### src/rtl/random_range_sampler_pkg.sv
// rtl/random_range_sampler_pkg.sv - shared state encodings and defaults for the range sampler
package random_range_sampler_pkg;

  localparam int DEFAULT_WIDTH = 32;
  localparam int REJECT_CNT_W  = 16;

  typedef enum logic [1:0] {
    ST_IDLE   = 2'd0,
    ST_MASK   = 2'd1,
    ST_SAMPLE = 2'd2
  } state_e;

endpackage

### src/rtl/random_sample_fifo.sv
// rtl/random_sample_fifo.sv - synchronous Width x Depth FIFO with push/pop/flush
module random_sample_fifo #(
  parameter int Width = 32,
  parameter int Depth = 4
) (
  input  logic             clk,
  input  logic             rst,
  input  logic             flush_i,
  input  logic             push_i,
  input  logic [Width-1:0] push_data_i,
  input  logic             pop_i,
  output logic [Width-1:0] head_o,
  output logic             full_o,
  output logic             empty_o
);

  localparam int AW = $clog2(Depth);
  localparam int CW = AW + 1;

  logic [Width-1:0] mem_q [Depth];
  logic [AW-1:0]    wr_ptr_q, rd_ptr_q;
  logic [CW-1:0]    count_q;
  logic             do_push, do_pop;

  assign full_o  = (count_q == CW'(Depth));
  assign empty_o = (count_q == '0);
  assign do_push = push_i & ~full_o;
  assign do_pop  = pop_i & ~empty_o;
  // Head is forced to zero when empty so the output never shows stale entries
  assign head_o  = empty_o ? '0 : mem_q[rd_ptr_q];

  // Pointers wrap naturally because Depth is a power of two; flush beats push/pop
  always_ff @(posedge clk) begin
    if (!rst || flush_i) begin
      wr_ptr_q <= '0;
      rd_ptr_q <= '0;
      count_q  <= '0;
    end else begin
      if (do_push) wr_ptr_q <= wr_ptr_q + 1'b1;
      if (do_pop)  rd_ptr_q <= rd_ptr_q + 1'b1;
      count_q <= count_q + CW'(do_push) - CW'(do_pop);
    end
  end

  // Storage array; contents are don't-care until written, so no reset
  always_ff @(posedge clk) begin
    if (do_push) mem_q[wr_ptr_q] <= push_data_i;
  end

endmodule

### src/rtl/random_range_sampler.sv
// rtl/random_range_sampler.sv - mask-and-reject uniform sampler in [0,bound); optional RANDOM_SAMPLER_STATS_EN adds reject_cnt
module random_range_sampler
  import random_range_sampler_pkg::*;
#(
  parameter int Width = DEFAULT_WIDTH,
  parameter int Depth = 4
) (
  input  logic             clk,
  input  logic             rst,
  input  logic [Width-1:0] random_in,
  output logic             rng_ce,
  input  logic [Width-1:0] bound,
  input  logic             bound_load,
  output logic [Width-1:0] out_data,
  output logic             out_valid,
  input  logic             out_ready
`ifdef RANDOM_SAMPLER_STATS_EN
  ,
  output logic [REJECT_CNT_W-1:0] reject_cnt
`endif
);

  state_e           state_q, state_d;
  logic [Width-1:0] bound_q;
  logic [Width-1:0] mask_q;
  logic [Width-1:0] cand;
  logic             accept;
  logic             fifo_full, fifo_empty;

  // Smallest all-ones mask covering b-1: OR-smear the top set bit downwards
  function automatic logic [Width-1:0] mask_for(input logic [Width-1:0] b);
    logic [Width-1:0] m;
    m = b - Width'(1);
    for (int s = 1; s < Width; s = s * 2) begin
      m = m | (m >> s);
    end
    return m;
  endfunction

  assign cand   = random_in & mask_q;
  assign accept = rng_ce & (cand < bound_q);

  // State register
  always_ff @(posedge clk) begin
    if (!rst) state_q <= ST_IDLE;
    else      state_q <= state_d;
  end

  // Next state and generator enable; a bound load overrides whatever is in progress
  always_comb begin
    state_d = state_q;
    rng_ce  = 1'b0;
    case (state_q)
      ST_IDLE:   state_d = ST_IDLE;
      ST_MASK:   state_d = ST_SAMPLE;
      ST_SAMPLE: rng_ce  = ~fifo_full;
      default:   state_d = ST_IDLE;
    endcase
    if (bound_load) state_d = (bound == '0) ? ST_IDLE : ST_MASK;
  end

  // Bound capture and mask derivation (mask is settled during the MASK cycle)
  always_ff @(posedge clk) begin
    if (!rst) begin
      bound_q <= '0;
      mask_q  <= '0;
    end else begin
      if (bound_load)          bound_q <= bound;
      if (state_q == ST_MASK)  mask_q  <= mask_for(bound_q);
    end
  end

`ifdef RANDOM_SAMPLER_STATS_EN
  logic [REJECT_CNT_W-1:0] reject_cnt_q;
  logic                    reject;

  assign reject     = rng_ce & ~accept;
  assign reject_cnt = reject_cnt_q;

  // Saturating rejected-draw counter, restarted with every new bound
  always_ff @(posedge clk) begin
    if (!rst || bound_load) reject_cnt_q <= '0;
    else if (reject && reject_cnt_q != '1) reject_cnt_q <= reject_cnt_q + 1'b1;
  end
`endif

  random_sample_fifo #(
    .Width (Width),
    .Depth (Depth)
  ) u_fifo (
    .clk         (clk),
    .rst         (rst),
    .flush_i     (bound_load),
    .push_i      (accept),
    .push_data_i (cand),
    .pop_i       (out_ready),
    .head_o      (out_data),
    .full_o      (fifo_full),
    .empty_o     (fifo_empty)
  );

  assign out_valid = ~fifo_empty;

endmodule

### config.mk
export PLATFORM = sky130hd
export DESIGN_NAME = random_range_sampler
export DESIGN_NICKNAME = d
export VERILOG_FILES = /design/src/rtl/random_range_sampler_pkg.sv /design/src/rtl/random_sample_fifo.sv /design/src/rtl/random_range_sampler.sv
export SDC_FILE = /design/constraint.sdc
export NUM_CORES = 1
export LEC_CHECK = 0
export ABC_AREA = 1
export ABC_CLOCK_PERIOD_IN_PS = 4710
export BUFFER_PORTS_ARGS = -buffer_cell sky130_fd_sc_hd__buf_2
export CORE_MARGIN = 1.5
export CORE_UTILIZATION = 25
export DETAILED_ROUTE_END_ITERATION = 8
export RECOVER_POWER = 50
export SYNTH_ARGS = -nofsm -noshare
export SYNTH_HDL_FRONTEND = slang
export SYNTH_SLANG_ARGS = --single-unit
### constraint.sdc
create_clock -name clk -period 4.71 [get_ports clk]
set_clock_uncertainty 0.2 [all_clocks]
set_input_delay 0.471 -clock clk [delete_from_list [all_inputs] [get_ports clk]]
set_output_delay 0.471 -clock clk [all_outputs]
set_load 0.02 [all_outputs]
Word level (Yosys, flattened, before mapping)
Memory sizes are Yosys's and may differ from the RTL's. A register that Yosys moved wholly into a read port is not among the register bits.
Cells that the tools add are included.
- equal/unequal tests: 4
- muxes and demuxes: 9
- $add $sub $neg: 5
- bitwise logic cells: 11
- reduce and logical (&&, ||, !) cells: 4
- $lt $le $gt $ge: 1
- operator list (kind ; number):
    32-bit AND ; 1
    32-bit logical NOT ; 1
    32-bit < comparator ; 1
    32-bit two-way mux ; 1
    32-bit by 16-bit bitwise OR with 32-bit output ; 1
    32-bit by 24-bit bitwise OR with 32-bit output ; 1
    32-bit by 28-bit bitwise OR with 32-bit output ; 1
    32-bit by 30-bit bitwise OR with 32-bit output ; 1
    32-bit by 31-bit bitwise OR with 32-bit output ; 1
    32-bit by 1-bit subtractor with 32-bit output (second input constant) ; 1
    2-bit two-way mux ; 3
    2-bit by 1-bit adder with 2-bit output (second input constant) ; 2
    1-bit two-way mux ; 4
    2-bit case mux with 2 select lines ; 1
    3-bit by 1-bit adder with 3-bit output ; 1
    1-bit AND ; 3
    3-bit equality test (second input constant) ; 1
    3-bit logical NOT ; 1
    3-bit by 1-bit subtractor with 3-bit output ; 1
    2-bit by 1-bit equality test with 1-bit output (second input constant) ; 1
    2-bit equality test (second input constant) ; 1
    2-bit inequality test (second input constant) ; 1
    1-bit inverter ; 2
    1-bit logical NOT ; 1
    1-bit logical OR ; 1
- memories kept: 1
- input port bits: 68
- RAM bits: 128
- logic and storage cells: 41
- output and inout bits: 34
- register bits: 73
- memories (memory ; words ; width ; read ports ; clocked after Yosys merged registers in ; write ports ; line ; text):
    u_fifo.mem_q ; 4 ; 32 ; 1 ; 1 ; 1 ; random_sample_fifo.sv:20 ; logic [Width-1:0] mem_q [Depth];

Logic depth before layout (Yosys ltp)
Gate-level depths: netlist of the first run.
- depth after elaboration: 7
- depth in mapped cells: 19
- mapped depth without buffers: 19

Hierarchy
Synthesis of the first run repeated with hierarchy kept, for this count alone.
- cell total of the unflattened synthesis: 1293
- area total of the unflattened synthesis: 10660.2 sq um
- modules (own cells, without submodules) (module ; seq. area each (sq um) ; times used ; area an instance (sq um) ; cells an instance):
    random_sample_fifo ; 4023.9 ; 1 ; 5997.0 ; 576
    random_range_sampler ; 1321.3 ; 1 ; 4663.2 ; 717

Least setup slack after synthesis of the first run
OpenSTA, ideal clock, no wires.
- path kind: input -> register
- from: in random_in[25]
- to: mem u_fifo.mem_q[0][0], enable pin
- arrival: 2.943 ns
- library setup time: 0.421 ns
- cell stages on the path: 10
- data required time: 4.089 ns
- path buffers: 0
- path slack: 1.146 ns
- cell sequence: nand2_1 inv_1 ha_1 a21o_1 nand3_1 a21oi_1 nor4_1 and2_1 nand2_1 nor2_1
- word-level cells in the longest chain between the ends: 6
- RTL lines (element ; line ; text):
    start: declaration ; random_range_sampler.sv:10 ; input logic [Width-1:0] random_in,
    32-bit AND ; random_range_sampler.sv:40 ; assign cand = random_in & mask_q;
    named net cand[25] ; random_range_sampler.sv:26 ; logic [Width-1:0] cand;
    32-bit < comparator ; random_range_sampler.sv:41 ; assign accept = rng_ce & (cand < bound_q);
    1-bit AND ; random_range_sampler.sv:41 ;
    1-bit AND ; random_sample_fifo.sv:27 ; assign do_push = push_i & ~full_o;
    1-bit two-way mux ; random_sample_fifo.sv:47 ; if (do_push) mem_q[wr_ptr_q] <= push_data_i;
    1-bit two-way mux (implied by the code) ; random_sample_fifo.sv:47 ;
    end: declaration ; random_sample_fifo.sv:20 ;
The timed path passes the listed nets, and every way through them passes these cells.

==> results.md, run 1 <==
- Register area share after synthesis: between 50% and 60%
- #FFs+latches synth: 203
- Post-synth cell types: 41
- Die Wd: approximately 200 um
- H-tree depth: 1
- Total gr overflow: 0
- Violated checks: max-capacitance violations, max-slew violations
- EDFF count, synth: approximately 130
- Path category of the worst min-delay check: input port to register
- Die height: slightly above 200 um
- Worst R2R Path Depth: 14
- FP Rows: 72
- Worst hold endpoint: bound_q[18]
- Crit-path max FO: 33
- Crit path launch type: register
- Min-Delay Startpoint: bound[18]
- Mapped Cells: 1158
- Async SR Flop Fraction: 0%
- Peak VDD IR: 0.219 mV
- Detailed placement HPWL: ~21000 um
- Compound-cell area share of the yosys netlist: a little over a tenth
- PostCTS Resize Cnt: 0
- Crit Path Category: register to output pin
- Max-Cap Viols: 1
- CTS tree: done
- Reg-to-reg endpoint: u_fifo.count_q[2]
- Synth Net Count: 1266
- Worst Path Arrival: approximately 2.8 ns
- Slew headroom: -1.14%
- Achievable clock frequency: 291 MHz
- Tcrit/Tclk final: between 70 and 80%
- Slew Viols, Final: 39
- Average cell area after synthesis: between 8 and 9 um2
- Reg clk slew, reported paths: 0.06 ns
- CTS Hold Buffers Added: 0
- Setup slack, reg-to-reg: 1.51 ns
- CTS Buf Count: 21
- Main flop type after synthesis: edfxtp_1
- Layout cells sized above 1: between 10% and 20%
- Final TNS setup: 0 ns
- I/O Pins: approximately 100
- Die area: ~0.041 mm2
- Worst Hold Depth: 3
- Longest Clk Path Bufs: 3
- Area share of and/or/nand/nor cells after synthesis: between 20 and 25%
- Crit path time final: 3.43 ns
- P per Cell Area: about 350 mW/mm2
- Worst Path Required: 4.04 ns
- Largest net degree at the start of global routing: 65
- Status: finished, violations left
- Synth Warn #: 0
- Total length of routed wires: roughly 28000 um
- Largest family of logic cells by synthesized area: simple AND/OR/NAND/NOR gates
- Initial DRC count: 490
- Post-Synth XOR/XNOR Area: less than 1%
- Most common cell in the netlist: nor2_1
- Port bufs: 101
- Core area: 0.0390 mm2
- Most area-consuming cells after synthesis: edfxtp_1, dfxtp_1, nor2_1
- Power, Total: 0.00410 W
- Yosys top cell by area: edfxtp_1
- Inserted Diodes: 0
- Avg WL per Cell: around 16 um
- Nature of the critical path endpoint: output pin
- GRT Total Usage: 13.5%
- Via Count: between 7k and 8k
- Top cell type's share of synthesized area: 38.6%
- CTS sink cnt: between 200 and 250
- Global-route wire length before repair: roughly 43000 um
- Initial antenna violation count: 1
- Synth top cells by count: nor2_1, nand2_1, inv_1
- Starting Density: roughly a quarter
- Final setup fails: 0
- Final Worst Setup Slack: 1.28 ns
- Dpl ws: around 1.3 ns
- RSZ-0062 raised after global routing: no
- Clock root buffer: clkbuf_16
- Detail Route Antenna Nets: 0
- Final nets: 1362
- Pleak: between 5 and 6 nW
- Routability congestion estimate: 0.883
- Post-CTS Setup Repair Bufs: 0
- Number of global-route vias before repair: 7827
- Remaining DRCs: 0
- Mapped cell area: about 0.010 mm2
- First-pass DRT Iterations: 5
- Reg-to-Reg Start: bound_q[19]
- Via density: between 4 and 5
- Clock Latency Late Sink: ~0.50 ns
- Worst Tran Pin Value: around 1.5 ns
- Area growth, synth to finish: 17.4%
- Post-synthesis mux area share: 0%
- Post-synthesis adder-cell area fraction: between 5 and 6%
- Final Hold Viols: 0
- Fin util: between 30% and 40%
-- critical path, stage by stage (launching register included) --
cell	delay, ns
dfxtp_1	0.30
buf_4	0.38
inv_1	0.67
nor2_1	0.28
o21ai_0	0.11
a21oi_1	0.27
buf_2	0.22
-- kinds of logic after synthesis --
| logic type | Yosys count |
|---|---|
| AND/OR/NAND/NOR | 517 |
| flip-flops | 203 |
| AO/OA/AOI/OAI | 202 |
| buffers and inverters | 185 |
| adder cells (fa/ha/maj) | 40 |
| XOR/XNOR | 11 |
-- placed cells by master (no fill, tap or decap), types with 2 or more instances in the layout --
| master | synthesis | final |
|---|---|---|
| nand4_1 | 27 | 27 |
| nand2_2 | 8 | 8 |
| o21ai_0 | 91 | 93 |
| a21oi_1 | 56 | 56 |
| o211ai_1 | 6 | 6 |
| clkbuf_1 | 29 | 5 |
| edfxtp_1 | 128 | 128 |
| clkinv_1 | 3 | 5 |
| nand2_1 | 168 | 168 |
| nor4_1 | 3 | 3 |
| nand3_1 | 24 | 25 |
| clkinvlp_4 | 0 | 5 |
| clkbuf_16 | 0 | 21 |
| xor2_1 | 11 | 11 |
| dfxtp_1 | 75 | 74 |
| nand2_4 | 2 | 2 |
| o21ai_1 | 5 | 3 |
| clkinvlp_2 | 0 | 2 |
| bufinv_16 | 0 | 2 |
| nor3_1 | 5 | 5 |
| o21ai_2 | 3 | 3 |
| clkinv_2 | 0 | 3 |
| inv_1 | 140 | 140 |
| a31oi_1 | 4 | 4 |
| buf_2 | 1 | 99 |
| o22ai_1 | 32 | 32 |
| nor2_1 | 249 | 246 |
| inv_2 | 5 | 4 |
| buf_4 | 0 | 8 |
| ha_1 | 39 | 39 |
| nor2_4 | 8 | 8 |
| nor2_2 | 15 | 18 |
-- flip-flops by register name, indices dropped and copies added (netlist names), named ones only --
signal           cells
u_fifo.rd_ptr_q      2
u_fifo.wr_ptr_q      2
state_q              2
mask_q              32
u_fifo.mem_q       128
bound_q             32
u_fifo.count_q       3
-- report_power, final --
group	leakage, nW	switching (W)	internal, W
Sequential	1.91	0.0000332	0.00193
Combinational	2.87	0.000366	0.000167
Clock	0.308	0.000673	0.000930
Total	5.08	0.00107	0.00303
-- final cells by class --
class                   count  area, um2
clock inverters            14        135
clock buffers              23        533
well taps                 518        648
inverters                 148        556
multi-input cells         770       3920
repair buffers            110        567
flip-flops and latches    203       5350
fillers                  4143      27300
-- layer usage --
layer / vias up / track usage, % / wire length [um]
li1: 4031 / - / -
met1: 3659 / 17.5 / 12800
met2: 169 / 23.0 / 13100
met3: 49 / 1.83 / 1150
met4: 0 / 4.74 / 876
met5: - / 0 / 0
-- metrics by stage --
step,hold slack (ns),std cells,cell area (um2)
after floorplan,0.236,1158,9970
after global placement,0.253,1749,11100
after detailed placement,0.261,1749,11100
after CTS,0.0356,1786,11700
after global routing,0.0623,1786,11700
final,0.0534,1786,11700
-- worst max-delay path by stage --
stage	from	to	slack [ns]	depth (start not counted)
2_1_floorplan	random_in[25]	u_fifo.mem_q[0][0]	1.15	10
3_3_place_gp	random_in[31]	u_fifo.count_q[2]	1.34	15
3_5_place_dp	random_in[31]	u_fifo.count_q[2]	1.30	15
4_1_cts	register	out_data[29]	1.20	6
5_1_grt	rst	bound_q[23]	1.07	5
6_report	register	out_data[9]	1.28	6
(Power assumes the default switching activity.)
==> run 2: changes to the inputs <==
Settings changed: ABC_CLOCK_PERIOD_IN_PS 4710 to 3400.
Clock period 4.71 ns to 3.4 ns, I/O delays scaled along.
==> run 2 against run 1 <==
Net effect: the flow now finishes without violations; design area increased by 3.7%; power increased by 40%; setup slack got worse by 0.91 ns; register-to-register slack got worse by 1.1 ns; wire length increased by 2.0%; utilization increased by 1.1 points; clock-buffer cell count increased by 2; critical path depth increased by 6; flip-flop and latch count unchanged; global-route usage increased by 0.24 points; die area unchanged.
==> results.md, run 2 (synthesis gave the netlist of run 1 again) <==
- Final Worst Setup Slack: 0.369 ns (-0.908 ns)
- CTS tree: done
- GRT Total Usage: 13.7% (+0.24 points)
- Achievable clock frequency: 330 MHz
- Largest regs: u_fifo.mem_q x128, bound_q x32, mask_q x32
- Crit path time final: between 3 and 4 ns
- Final TNS setup: 0 ns (unchanged)
- Clock root buffer: clkbuf_16
- Power share of the sequential group: 47.5% (-0.4 points)
- Max-Cap Viols: 0 (-1)
- First-pass DRT Iterations: 5 (unchanged)
- Initial antenna violation count: 0 (-1)
- Most common cell after layout, fill and taps aside: nor2_1
- Cell Int Power: 0.00423 W (+40%)
- Via density: 4.44 (+0.25%)
- Final setup fails: 0 (unchanged)
- Pleak: 5.28 nW (+4.0%)
- Die Wd: 203 um (unchanged)
- Power, Total: 0.00572 W (+40%)
- PostCTS Resize Cnt: 0 (unchanged)
- Nature of the critical path endpoint: register
- Sw Ratio: 26.1% (-0.028 points)
- P per Cell Area: 472 mW/mm2 (+35%)
- Initial DRC count: 593 (+21%)
- Most frequent cells in the layout: nor2_1, nand2_1, inv_1
- FP Rows: 72 (unchanged)
- Routability congestion estimate: 0.875 (-0.97%)
- Combinational Power Share: 13.5% (+0.5 points)
- Clock Latency Late Sink: 0.51 ns (about the same)
- Worst Tran Pin Value: 1.17 ns (-0.344 ns)
- Max reg flops: 128 (unchanged)
- Global-route wire length before repair: 44100 um (+2.8%)
- Final nets: 1403 (+3.0%)
- RSZ-0062 raised after global routing: no
- CTS Buf Count: 21 (unchanged)
- Status: completed
- Area growth, synth to finish: 21.8%
- Path category of the worst min-delay check: input port to register
- Fillers: 4159 (+0.39%)
- Die area: 0.0411 mm2 (unchanged)
- Die height: 203 um (unchanged)
- Worst Path Arrival: 3.23 ns (+0.47 ns)
- CTS sink cnt: 203 (unchanged)
- Crit Path Category: register to register
- H-tree depth: 1 (unchanged)
- Reg clk slew, reported paths: 0.06 ns (about the same)
- Tcrit/Tclk final: 89.1%
- Starting Density: 25.6% (unchanged)
- Avg WL per Cell: 15.6 um (-0.27%)
- Inserted Diodes: 0 (unchanged)
- Layout cells sized above 1: 14.7% (-0.080 points)
- Detailed placement HPWL: 21300 um (+1.8%)
- Longest Clk Path Bufs: 3 (unchanged)
- I/O Pins: 102 (unchanged)
- Hold WS: 0.0146 ns (-0.0387 ns)
- Total gr overflow: 0 (unchanged)
- Clock share of power: 39.0% (about the same)
- Peak VDD IR: 0.315 mV (+44%)
- Core area: 0.0390 mm2 (unchanged)
- Final Hold Viols: 0 (unchanged)
- Slew Viols, Final: 0 (-100%)
- Crit-path max FO: 11 (-67%)
- Port bufs: 101 (unchanged)
- Number of global-route vias before repair: 7927 (+1.3%)
- Reg area: 0.00535 mm2 (unchanged)
- Slew headroom: 21.6% (+23 points)
- Crit path launch type: register
- Dpl ws: 0.306 ns (-0.990 ns)
- Register with the highest flop count: u_fifo.mem_q
- P_sw: 0.00149 W (+40%)
- Total length of routed wires: 28400 um (+2.0%)
- Via Count: 8110 (+2.6%)
- Worst Path Required: 3.60 ns (-0.44 ns)
- Largest net degree at the start of global routing: 65 (unchanged)
- Area of the multi-input gates: 0.00392 mm2 (-0.19%)
- Remaining DRCs: 0 (unchanged)
- Detail Route Antenna Nets: 0 (unchanged)
[run 2: cell types whose count changed in the layout (fill, tap and decap cells not counted), sizes merged]
| cell | before | now |
|---|---|---|
| inv | 144 | 147 |
| clkbuf | 26 | 29 |
| dlygate4sd3 | 0 | 34 |
| buf | 107 | 113 |
| clkinvlp | 7 | 2 |
[run 2: worst paths after layout]
check | startpoint | endpoint | slack [ns] | depth (start not counted)
min | random_in[31] | u_fifo.mem_q[2][31] | 0.01 | 3
max reg2reg | bound_q[5] | mask_q[4] | 0.37 | 12
max | bound_q[5] | mask_q[4] | 0.37 | 12
min reg2reg | mask_q[9] | mask_q[9] | 0.27 | 2
[run 2: what timing repair did]
item | CTS | global route
buffers inserted | 0 | 0
hold buffers | 34 | 0
hold endpoints to repair | 37 | 0
[run 2: layer usage]
metal  vias up  part of all wire (%)  GRT usage [%]
met5         -                     0              0
met4         0                   2.8           4.44
met3        44                   3.8           1.32
met2       187                    47           23.3
met1      3759                    46           18.4
li1       4120                     -              -
[run 2: layout make-up]
cell class | count | area share [%]
Multi-Input combinational cell | 770 | 32.3
Tap cell | 518 | 5.34
Sequential cell | 203 | 44.1
Clock inverter | 12 | 1.02
Inverter | 148 | 4.58
Clock buffer | 25 | 4.45
Timing Repair Buffer | 151 | 8.30
[run 2: power by group through the flow]
stage / clock network [W] / logic, W / registers, W
floorplan: 0 / 0.000518 / 0.00276
global placement: 0 / 0.000737 / 0.00277
detailed placement: 0 / 0.000747 / 0.00277
CTS: 0.00229 / 0.000780 / 0.00272
global route: 0.00238 / 0.000868 / 0.00272
finish: 0.00223 / 0.000772 / 0.00272
[run 2: worst max-delay path, cell delays in order (launching register included)]
cell and delay [ns]:
dfxtp_1 0.36, nor2_2 0.15, nand2_1 0.06, nor2_1 0.66
nand2_1 0.31, o21ai_2 0.21, nand2_2 0.08, nor2_4 0.21
nand2_4 0.10, nor2_2 0.19, nand4_1 0.14, nor2_1 0.19
nor2_1 0.06
[run 2: per-stage QoR]
step | utilization [%] | instances | area [um2]
after CTS | 31.2 | 1827 | 12200
after floorplan | - | 1158 | 9970
after global routing | 31.1 | 1827 | 12100
final | 31.1 | 1827 | 12100
after detailed placement | 28.6 | 1756 | 11200
after global placement | 28.6 | 1756 | 11200
